`config.mk`:
```
export PLATFORM = sky130hd
export DESIGN_NAME = sa2_tile_loader
export DESIGN_NICKNAME = d
export VERILOG_FILES = /design/src/rtl/sa2_tile_loader.sv
export SDC_FILE = /design/constraint.sdc
export NUM_CORES = 1
export LEC_CHECK = 0
export ABC_CLOCK_PERIOD_IN_PS = 2820
export CORE_MARGIN = 4
export CORE_UTILIZATION = 35
export DETAILED_ROUTE_END_ITERATION = 8
export GPL_TIMING_DRIVEN = 0
export SYNTH_ARGS = -nofsm -noshare
export SYNTH_HDL_FRONTEND = slang
export SYNTH_SLANG_ARGS = --single-unit
```
`constraint.sdc`:
```
create_clock -name clk -period 2.82 [get_ports clk]
set_input_delay 0.282 -clock clk [delete_from_list [all_inputs] [get_ports clk]]
set_output_delay 0.282 -clock clk [all_outputs]
set_load 0.01 [all_outputs]
```
`src/rtl/sa2_tile_loader.sv`:
```
// sa2_tile_loader: stream-side front end of the 2x2 systolic array.
// Loads a 3x3 filter and a 4x4 data tile from a byte stream, holds the
// array enable until the array reports completion (or a watchdog expires),
// then streams the four results back out before accepting the next tile.
module sa2_tile_loader #(
  parameter int DW      = 8,   // stream byte / register / result width
  parameter int TIMEOUT = 64,  // max RUN cycles before giving up on done_sa2
  parameter int TCW     = 7    // RUN cycle counter width, must hold TIMEOUT
) (
  input  logic          clk,
  input  logic          rst,

  // upstream byte stream
  input  logic          in_valid,
  input  logic [DW-1:0] in_data,
  output logic          in_ready,

  // data tile to the array, row-major
  output logic [DW-1:0] a11,
  output logic [DW-1:0] a12,
  output logic [DW-1:0] a13,
  output logic [DW-1:0] a14,
  output logic [DW-1:0] a21,
  output logic [DW-1:0] a22,
  output logic [DW-1:0] a23,
  output logic [DW-1:0] a24,
  output logic [DW-1:0] a31,
  output logic [DW-1:0] a32,
  output logic [DW-1:0] a33,
  output logic [DW-1:0] a34,
  output logic [DW-1:0] a41,
  output logic [DW-1:0] a42,
  output logic [DW-1:0] a43,
  output logic [DW-1:0] a44,

  // filter to the array, row-major
  output logic [DW-1:0] b11,
  output logic [DW-1:0] b12,
  output logic [DW-1:0] b13,
  output logic [DW-1:0] b21,
  output logic [DW-1:0] b22,
  output logic [DW-1:0] b23,
  output logic [DW-1:0] b31,
  output logic [DW-1:0] b32,
  output logic [DW-1:0] b33,

  // array control and results
  output logic          active_sa2,
  input  logic          done_sa2,
  input  logic [DW-1:0] c11,
  input  logic [DW-1:0] c12,
  input  logic [DW-1:0] c21,
  input  logic [DW-1:0] c22,

  // downstream result stream
  output logic          out_valid,
  output logic [DW-1:0] out_data,
  input  logic          out_ready,

  // status
  output logic          busy,
  output logic          timeout_err
);

  typedef enum logic [1:0] {
    LOAD_F = 2'd0,  // filling filter registers
    LOAD_D = 2'd1,  // filling data-tile registers
    RUN    = 2'd2,  // array running, waiting for done_sa2
    DRAIN  = 2'd3   // streaming results out
  } state_t;

  localparam int F_LEN = 9;
  localparam int D_LEN = 16;
  localparam int R_LEN = 4;

  localparam logic [3:0]     F_LAST = 4'(F_LEN - 1);
  localparam logic [3:0]     D_LAST = 4'(D_LEN - 1);
  localparam logic [1:0]     O_LAST = 2'(R_LEN - 1);
  localparam logic [TCW-1:0] T_LAST = TCW'(TIMEOUT - 1);

  state_t         state;
  state_t         state_nxt;

  logic [3:0]     f_cnt;
  logic [3:0]     d_cnt;
  logic [TCW-1:0] t_cnt;
  logic [1:0]     o_cnt;

  logic [DW-1:0]  filt [F_LEN];
  logic [DW-1:0]  tile [D_LEN];
  logic [DW-1:0]  res  [R_LEN];

  logic           load_st;
  logic           in_fire;
  logic           out_fire;
  logic           f_last;
  logic           d_last;
  logic           o_last;
  logic           t_last;

  // Handshake qualifiers. in_ready is kept low during reset so no byte is
  // taken while the loader is being cleared.
  assign load_st  = (state == LOAD_F) || (state == LOAD_D);
  assign in_ready = load_st && !rst;
  assign in_fire  = in_valid && in_ready;
  assign out_fire = out_valid && out_ready;

  assign f_last = (f_cnt == F_LAST);
  assign d_last = (d_cnt == D_LAST);
  assign o_last = (o_cnt == O_LAST);
  assign t_last = (t_cnt == T_LAST);

  // State register.
  always_ff @(posedge clk) begin
    // NOTE: sequential state uses non-blocking assignments so every register
    // samples pre-edge values regardless of block ordering.
    if (rst) begin
      state <= LOAD_F;
    end else begin
      state <= state_nxt;
    end
  end

  // Next-state decode and state-derived control outputs.
  always_comb begin
    // NOTE: every output of this block gets a default first; a path that
    // skipped an assignment would otherwise infer a latch.
    state_nxt  = state;
    active_sa2 = 1'b0;
    out_valid  = 1'b0;
    busy       = 1'b0;
    unique case (state)
      LOAD_F: begin
        if (in_fire && f_last) state_nxt = LOAD_D;
      end
      LOAD_D: begin
        if (in_fire && d_last) state_nxt = RUN;
      end
      RUN: begin
        active_sa2 = 1'b1;
        busy       = 1'b1;
        // done_sa2 takes priority over the watchdog in the same cycle.
        if (done_sa2 || t_last) state_nxt = DRAIN;
      end
      DRAIN: begin
        out_valid = 1'b1;
        busy      = 1'b1;
        if (out_fire && o_last) state_nxt = LOAD_F;
      end
      default: state_nxt = LOAD_F;
    endcase
  end

  // Counters, filter/tile/result registers and the sticky timeout flag.
  always_ff @(posedge clk) begin
    if (rst) begin
      f_cnt       <= '0;
      d_cnt       <= '0;
      t_cnt       <= '0;
      o_cnt       <= '0;
      timeout_err <= 1'b0;
      // NOTE: these register arrays are cleared on reset because the array
      // sees them directly and a mid-load reset must not leave a partial tile.
      for (int i = 0; i < F_LEN; i++) filt[i] <= '0;
      for (int i = 0; i < D_LEN; i++) tile[i] <= '0;
      for (int i = 0; i < R_LEN; i++) res[i]  <= '0;
    end else begin
      unique case (state)
        LOAD_F: begin
          if (in_fire) begin
            filt[f_cnt] <= in_data;
            f_cnt       <= f_last ? 4'd0 : f_cnt + 4'd1;
          end
        end
        LOAD_D: begin
          if (in_fire) begin
            tile[d_cnt] <= in_data;
            d_cnt       <= d_last ? 4'd0 : d_cnt + 4'd1;
            if (d_last) t_cnt <= '0;
          end
        end
        RUN: begin
          t_cnt <= t_cnt + TCW'(1);
          if (done_sa2) begin
            res[0] <= c11;
            res[1] <= c12;
            res[2] <= c21;
            res[3] <= c22;
          end else if (t_last) begin
            for (int i = 0; i < R_LEN; i++) res[i] <= '0;
            timeout_err <= 1'b1;
          end
        end
        DRAIN: begin
          if (out_fire) o_cnt <= o_last ? 2'd0 : o_cnt + 2'd1;
        end
        default: ;
      endcase
    end
  end

  // Results leave straight from registers; no path from in_* to out_*.
  assign out_data = res[o_cnt];

  assign b11 = filt[0];
  assign b12 = filt[1];
  assign b13 = filt[2];
  assign b21 = filt[3];
  assign b22 = filt[4];
  assign b23 = filt[5];
  assign b31 = filt[6];
  assign b32 = filt[7];
  assign b33 = filt[8];

  assign a11 = tile[0];
  assign a12 = tile[1];
  assign a13 = tile[2];
  assign a14 = tile[3];
  assign a21 = tile[4];
  assign a22 = tile[5];
  assign a23 = tile[6];
  assign a24 = tile[7];
  assign a31 = tile[8];
  assign a32 = tile[9];
  assign a33 = tile[10];
  assign a34 = tile[11];
  assign a41 = tile[12];
  assign a42 = tile[13];
  assign a43 = tile[14];
  assign a44 = tile[15];

endmodule

```
==> impl_metrics.ini <==
[worst_setup_path]
cp-end-kind = output port
reg2reg_depth = 5
rrSetupSlack_ns = 0.28
critical_path_class = reg -> out
r2r-start = state[1]$_SDFFE_PP0P_
crit_slowest_cell = clkdlybuf4s50_1
arrival_ns = 2.26
critPathMaxStageDelay_ns = 0.57
cp_common_cell = nor2_1
crit_chain = inv_1 -> ha_1 -> clkbuf_1 -> nor2_1 -> nor2_1 -> clkdlybuf4s50_1
crit_fanout = 10
timing.rr.end = tile[15][4]$_SDFFCE_PN0P_
required_ns = 2.54
worstSetupStartpointType = flip-flop

[layout]
multi_input_area_mm2 = 0.00270
fin_cells = 1401
final_nets = 1057
seqCellArea_mm2 = 0.00725
layout-area-overhead-vs-synth_pct = 37.7
drive_gt1_share_pct = 6.69
diodes = 0
fillCellCount = 2525
fin_util_pct = 48.9

[outcome]
status = finished clean

[sta]
hold_viol_final = 0
rsz0062_at_grt = false
max_clock_freq_mhz = 393
tightest_slew_ns = 1.12
setup_ws_ns = 0.276
fin_crit_ns = 2.54
maxSlewHeadroom_pct = 24.9
finClkSkew_ns = 0.0248
setup_violations = 0
min_period_over_period_pct = 90.2
drv_slew = 0

[clock_network]
cts_hold_buf = 0
clk_latency_ns = 0.54
post-cts-setup-buffer-count = 0
cts.clk_slew.worst_paths_ns = 0.06
cts_buffers = 28
clk_path_buf_depth = 3
cts_tree = built
htree_levels = 1
cts.sinks = 254
clock_tree.root_cell = clkbuf_16

[die]
die-height_um = 179
row_count = 62
dieArea_mm2 = 0.0319
die_w_um = 179
ioPinCount = 258
core-area_mm2 = 0.0287
initial_core_util_pct = 35.5

[route]
viasPerCell = 4.80
drt_first_pass_iters = 6
vias = 6728
antenna_left = 0
detail_route.wl_per_cell_um = 20.0
drt-initial-drc-count = 477
drt_wl_total_um = 28000
drc = 0

[synth]
synth_edf_count = 216
ys_ff_latch = 254
ys_seq_area_share_pct = 71.2
ys.flop_type = edfxtp_1
synth.area.top_cells = edfxtp_1 (64%), and2_1 (9.0%), dfxtp_1 (7.5%)
synth.most_common_cell = edfxtp_1
syn-num-nets = 771
synthTopCellsByCount = edfxtp_1 (216), and2_1 (146), and3_1 (73)
yosysUniqueCellTypes = 47
synthCells = 712
async_reset_ff_share_pct = 0
syn_area_per_cell_um2 = 14.3
synth_top_area_share_pct = 63.7
ys_warn_count = 0
syn_area_mm2 = 0.0102
yosysTopAreaCell = edfxtp_1

[grt]
antenna_found_initial = 2
track_usage_pct = 16.9
grt_max_degree = 15
grt_pass1_wl_um = 40600
grt_pass1_vias = 6669
overflow = 0

[power]
ir_drop_v = 0.000445
total_leakage_power_uw = 0.00535
power_density_mw_per_mm2 = 605

[placed_design]
dpl.hpwl_um = 20200
gp_congestion = 0.789
dpl_worst_slack_ns = -0.120
portBuffers = 256
dpl.cell_count = 1352

[job]
maxCapViolCount = 0

[min_path]
hold_path_class = in -> reg
hp-start = in_valid
hold-path-cell-count = 3
holdPathEnd = d_cnt[1]$_SDFFE_PP0P_
timing repair:
item | 4_1_cts | 5_1_grt
pin swaps | 0 | 0
setup endpoints to repair | 25 | 72
gates resized for setup | 4 | 9
where the power goes:
group,leakage [µW],switching [µW],internal [µW]
registers,0.00254,74.2,4240
logic,0.00242,529,407
clock network,0.000387,1420,1810
total,0.00535,2020,6460
metrics by stage:
step           hold slack, ns  total power (µW)  TNS [ns]  cell area, µm²
3_3_place_gp            0.457              5330    -0.855           13200
2_1_floorplan           0.408              4800         0           10200
6_report               0.0772              8480         0           14000
3_5_place_dp            0.464              5340     -1.55           13200
4_1_cts                0.0532              8560         0           14000
5_1_grt                0.0901              8780         0           14000
placed cells by master, fill, tap and decap left out, types with 2 or more instances in the layout:
cell type / n
nand2_1: 15
and3_1: 73
buf_1: 2
buf_4: 2
a22o_1: 16
o31ai_1: 2
a211oi_1: 2
a21oi_1: 15
mux4_2: 8
edfxtp_1: 216
ha_1: 14
nand2b_1: 3
nand3_1: 14
clkbuf_16: 28
clkbuf_2: 2
nor2b_1: 2
clkinv_2: 3
clkdlybuf4s50_1: 256
a21o_1: 8
or3_1: 4
buf_2: 8
clkinv_1: 9
dfxtp_1: 38
a21oi_2: 2
nor3_1: 2
or2_2: 5
and2_1: 146
nor3_2: 4
or4_1: 2
nand3b_1: 3
o21ai_1: 14
nor2_1: 24
clkbuf_1: 39
inv_1: 10
o21ai_0: 9
worst max-delay path, delay by kind of cell, from the launching register on:
kind | cells | cell delay, ns
buffers and inverters | 3 | 1.01
DFF | 1 | 0.34
adders and majority gates | 1 | 0.17
and+or+nand+nor | 2 | 0.23
cells by family after synthesis:
family / synth area share (%)
AO/OA/AOI/OAI: 4.62
adder cells (fa/ha/maj): 1.72
multiplexers: 1.87
AND/OR/NAND/NOR: 18.1
buffers and inverters: 2.32
flip-flops: 71.2
XOR/XNOR: 0.172
state kept, by name, indices dropped and copies added (netlist names), named ones only:
signal / cells
tile: 128
filt: 72
res: 32
t_cnt: 7
d_cnt: 4
f_cnt: 4
o_cnt: 2
state: 2
timeout_err: 1
layer usage:
metal / up-vias / track usage (%) / share of wire [%]
met3: 47 / 5.64 / 10
met4: 2 / 4.19 / 2.5
li1: 3148 / - / -
met2: 291 / 27.3 / 46
met1: 3240 / 22.0 / 41
met5: - / 0 / 0.046
final cells by class:
| type | instances | share of cell area [%] |
|---|---|---|
| Sequential cell | 254 | 51.7 |
| Buffer | 46 | 1.43 |
| Clock buffer | 36 | 5.21 |
| Inverter | 10 | 0.268 |
| Timing Repair Buffer | 256 | 18.3 |
| Multi-Input combinational cell | 402 | 19.2 |
| Clock inverter | 13 | 0.464 |
| Tap cell | 384 | 3.43 |
worst max path at each step:
stage	start	to	slack, ns	cells after the start
final	state[1]$_SDFFE_PP0P_	in_ready	0.28	6
after global routing	state[1]$_SDFFE_PP0P_	tile[15][4]$_SDFFCE_PN0P_	0.03	5
after CTS	state[1]$_SDFFE_PP0P_	tile[4][3]$_SDFFCE_PN0P_	0.02	5
after detailed placement	rst	tile[15][0]$_SDFFCE_PN0P_	-0.12	4
after global placement	rst	tile[15][6]$_SDFFCE_PN0P_	-0.11	4
after floorplan	state[1]$_SDFFE_PP0P_	tile[15][0]$_SDFFCE_PN0P_	0.63	5
No activity file was read; power rests on OpenSTA's default activity.
==> RTL change: new RTL, same settings <==
One comparison of `t_cnt` changes from == to >=.
--- a/src/rtl/sa2_tile_loader.sv
+++ b/src/rtl/sa2_tile_loader.sv
@@ -110,3 +110,3 @@
   assign o_last = (o_cnt == O_LAST);
-  assign t_last = (t_cnt == T_LAST);
+  assign t_last = (t_cnt >= T_LAST);
 
Check against the original RTL: no difference found for any inputs over 10 cycles, from zero or initial values and one cycle with rst high; that may be too few to reach the edited logic, so the function may still have changed.
==> RTL change against the original RTL <==
Worst setup slack got worse by 73 ps. Area after synthesis grew 1.1%. Cell area grew 1.8%. Die area grew 1.0%. Global-route usage fell by 0.29 points. Largest power group unchanged. Sequential cell count unchanged. Total power increased by 1.6%. Non-clock buffer count rose by 5. Routed wire length up 0.91%.
==> RTL change: results (changes against the original RTL) <==
Synthesis
The mux cell area share after synthesis is 1.85% (was 1.87%). The share of the synthesized netlist area taken by xor and xnor gates came to 0.340% (was 0.172%). The post-synthesis share of cell area spent on full adders, half adders and majority gates is 1.70% (was 1.72%). The net count after synthesis is 790 (was 771).

Leading cell types by total area after synthesis: sky130_fd_sc_hd__edfxtp_1, sky130_fd_sc_hd__and2_1, sky130_fd_sc_hd__dfxtp_1 (unchanged). The share of the yosys chip area belonging to registers is 70.4% (was 71.2%). The number of distinct library cells after synthesis is 49 (was 47). Top cells by count, synth: sky130_fd_sc_hd__edfxtp_1, sky130_fd_sc_hd__and2_1, sky130_fd_sc_hd__and3_1 (unchanged).

Final layout
The count of fill cells added during filler insertion is 2560 (was 2525). The fraction of final layout cells sized beyond drive strength 1 is 7.80% (was 6.69%). The number of nets in the layout is 1076 (was 1057).

Timing
The worst setup skew after layout is 10.0 ps (was 24.8 ps). The worst-margin pin slew is 1100 ps (was 1120 ps).

Pwr
The peak supply drop is 0.446 mV (was 0.445 mV). The static leakage is 5.48 nW (was 5.35 nW).

Global route
The global-route wire length before repair was 41800 um (was 40600 um). The global-route usage over all layers came to 16.6% (was 16.9%). The initial antenna violation count came to 0 (was 2).

Outcome
Run status: finished clean (unchanged).

Hold path
The kind of path behind the tightest hold check is in2reg (unchanged).

Placement
The detailed-placement wirelength estimate is 20200 um (about the same). The routability-driven placement congestion ratio is 0.816 (was 0.789). The placement-stage cell area is 13300 sq um (was 13200 sq um).

Routing
The count of TritonRoute iterations in the first routing pass was 4 (was 6). The ratio of routed vias to standard cells is 4.73 (was 4.80). The wire length per cell after detailed routing is 19.9 um (was 20.0 um). The number of DRC violations after detailed-routing iteration 0 is 452 (was 477).

Clock tree
The total clock buffers created by CTS is 27 (was 28). The depth of the CTS H-tree is 1 (unchanged).

Critical path
The maximum fanout count along the critical path came to 8 (was 10). The longest individual stage delay on the worst path is 580 ps. The library cell contributing the largest single delay on the critical path was sky130_fd_sc_hd__mux4_2 (was sky130_fd_sc_hd__clkdlybuf4s50_1).

The arrival time at the worst endpoint is 2340 ps (was 2260 ps).
==> RTL change: changes by cell type in the layout (fill, tap and decap cells not counted), sizes merged, moves of 5 or more <==
cell,before,now
a22o,16,0
a22oi,0,17
bufinv,0,5
nand3,14,5
nor2,24,42
clkinv,13,4
nand2,16,21
==> RTL change: cell families (layout without fill, tap and decap cells) <==
kind of cell | count (synthesis) | count (layout)
XOR/XNOR | 4 | 4
flip-flops | 254 | 254
multiplexers | 9 | 9
buffers and inverters | 59 | 366
adder cells (fa/ha/maj) | 14 | 14
AO/OA/AOI/OAI | 70 | 70
AND/OR/NAND/NOR | 321 | 321
==> RTL change: layout make-up <==
class | count | area, sq um | share of cell area [%]
sequential | 254 | 7250 | 50.8
multi-input combinational | 418 | 2780 | 19.4
timing repair buffer | 257 | 2570 | 18.0
clock buffer | 38 | 737 | 5.16
tap | 384 | 480 | 3.37
buffer | 50 | 234 | 1.64
clock inverter | 12 | 198 | 1.38
inverter | 9 | 33.8 | 0.237
==> RTL change: worst max-delay path, delay by kind of cell, from the launching register on <==
family	cells	cell delay, ps
buf+inv	2	920
flops	1	310
mux	1	580
==> RTL change: worst paths after layout <==
kind	from	end	cells after the start	slack, ps
max	register	out_data[3]	3	200
min	in_valid	f_cnt[1]$_SDFFE_PP0N_	3	60
max reg2reg	state[1]$_SDFFE_PP0P_	tile[5][6]$_SDFFCE_PN0P_	7	230
min reg2reg	timeout_err$_SDFFE_PP0P_	timeout_err$_SDFFE_PP0P_	1	460
==> RTL change: per-stage QoR <==
step	util, %	worst slack, ps	std cells	power [mW]
after floorplan	-	680	731	4.52
after global routing	49.5	6.62	1422	8.89
after detailed placement	46.2	-65.6	1371	4.97
after CTS	49.4	87.4	1421	8.71
final	49.5	203	1422	8.62
after global placement	46.2	-7.73	1371	4.97
==> RTL change: power breakdown <==
group | switching, mW | internal (mW) | total (mW)
Combinational | 0.330 | 0.301 | 0.631
Sequential | 0.0501 | 4.20 | 4.25
Clock | 1.45 | 2.29 | 3.73
==> RTL change: metal layers <==
| metal | up-vias | wire [um] | GRT usage (%) |
|---|---|---|---|
| met5 | - | 0 | 0 |
| met4 | 0 | 874 | 5.27 |
| met3 | 46 | 1670 | 3.54 |
| met2 | 243 | 13000 | 26.9 |
| met1 | 3234 | 12700 | 22.4 |
| li1 | 3210 | - | - |
==> RTL change: what timing repair did <==
action / in CTS / in global routing
resized for setup: 0 / 3
buffers inserted: 0 / 0
setup endpoints to repair: 0 / 24
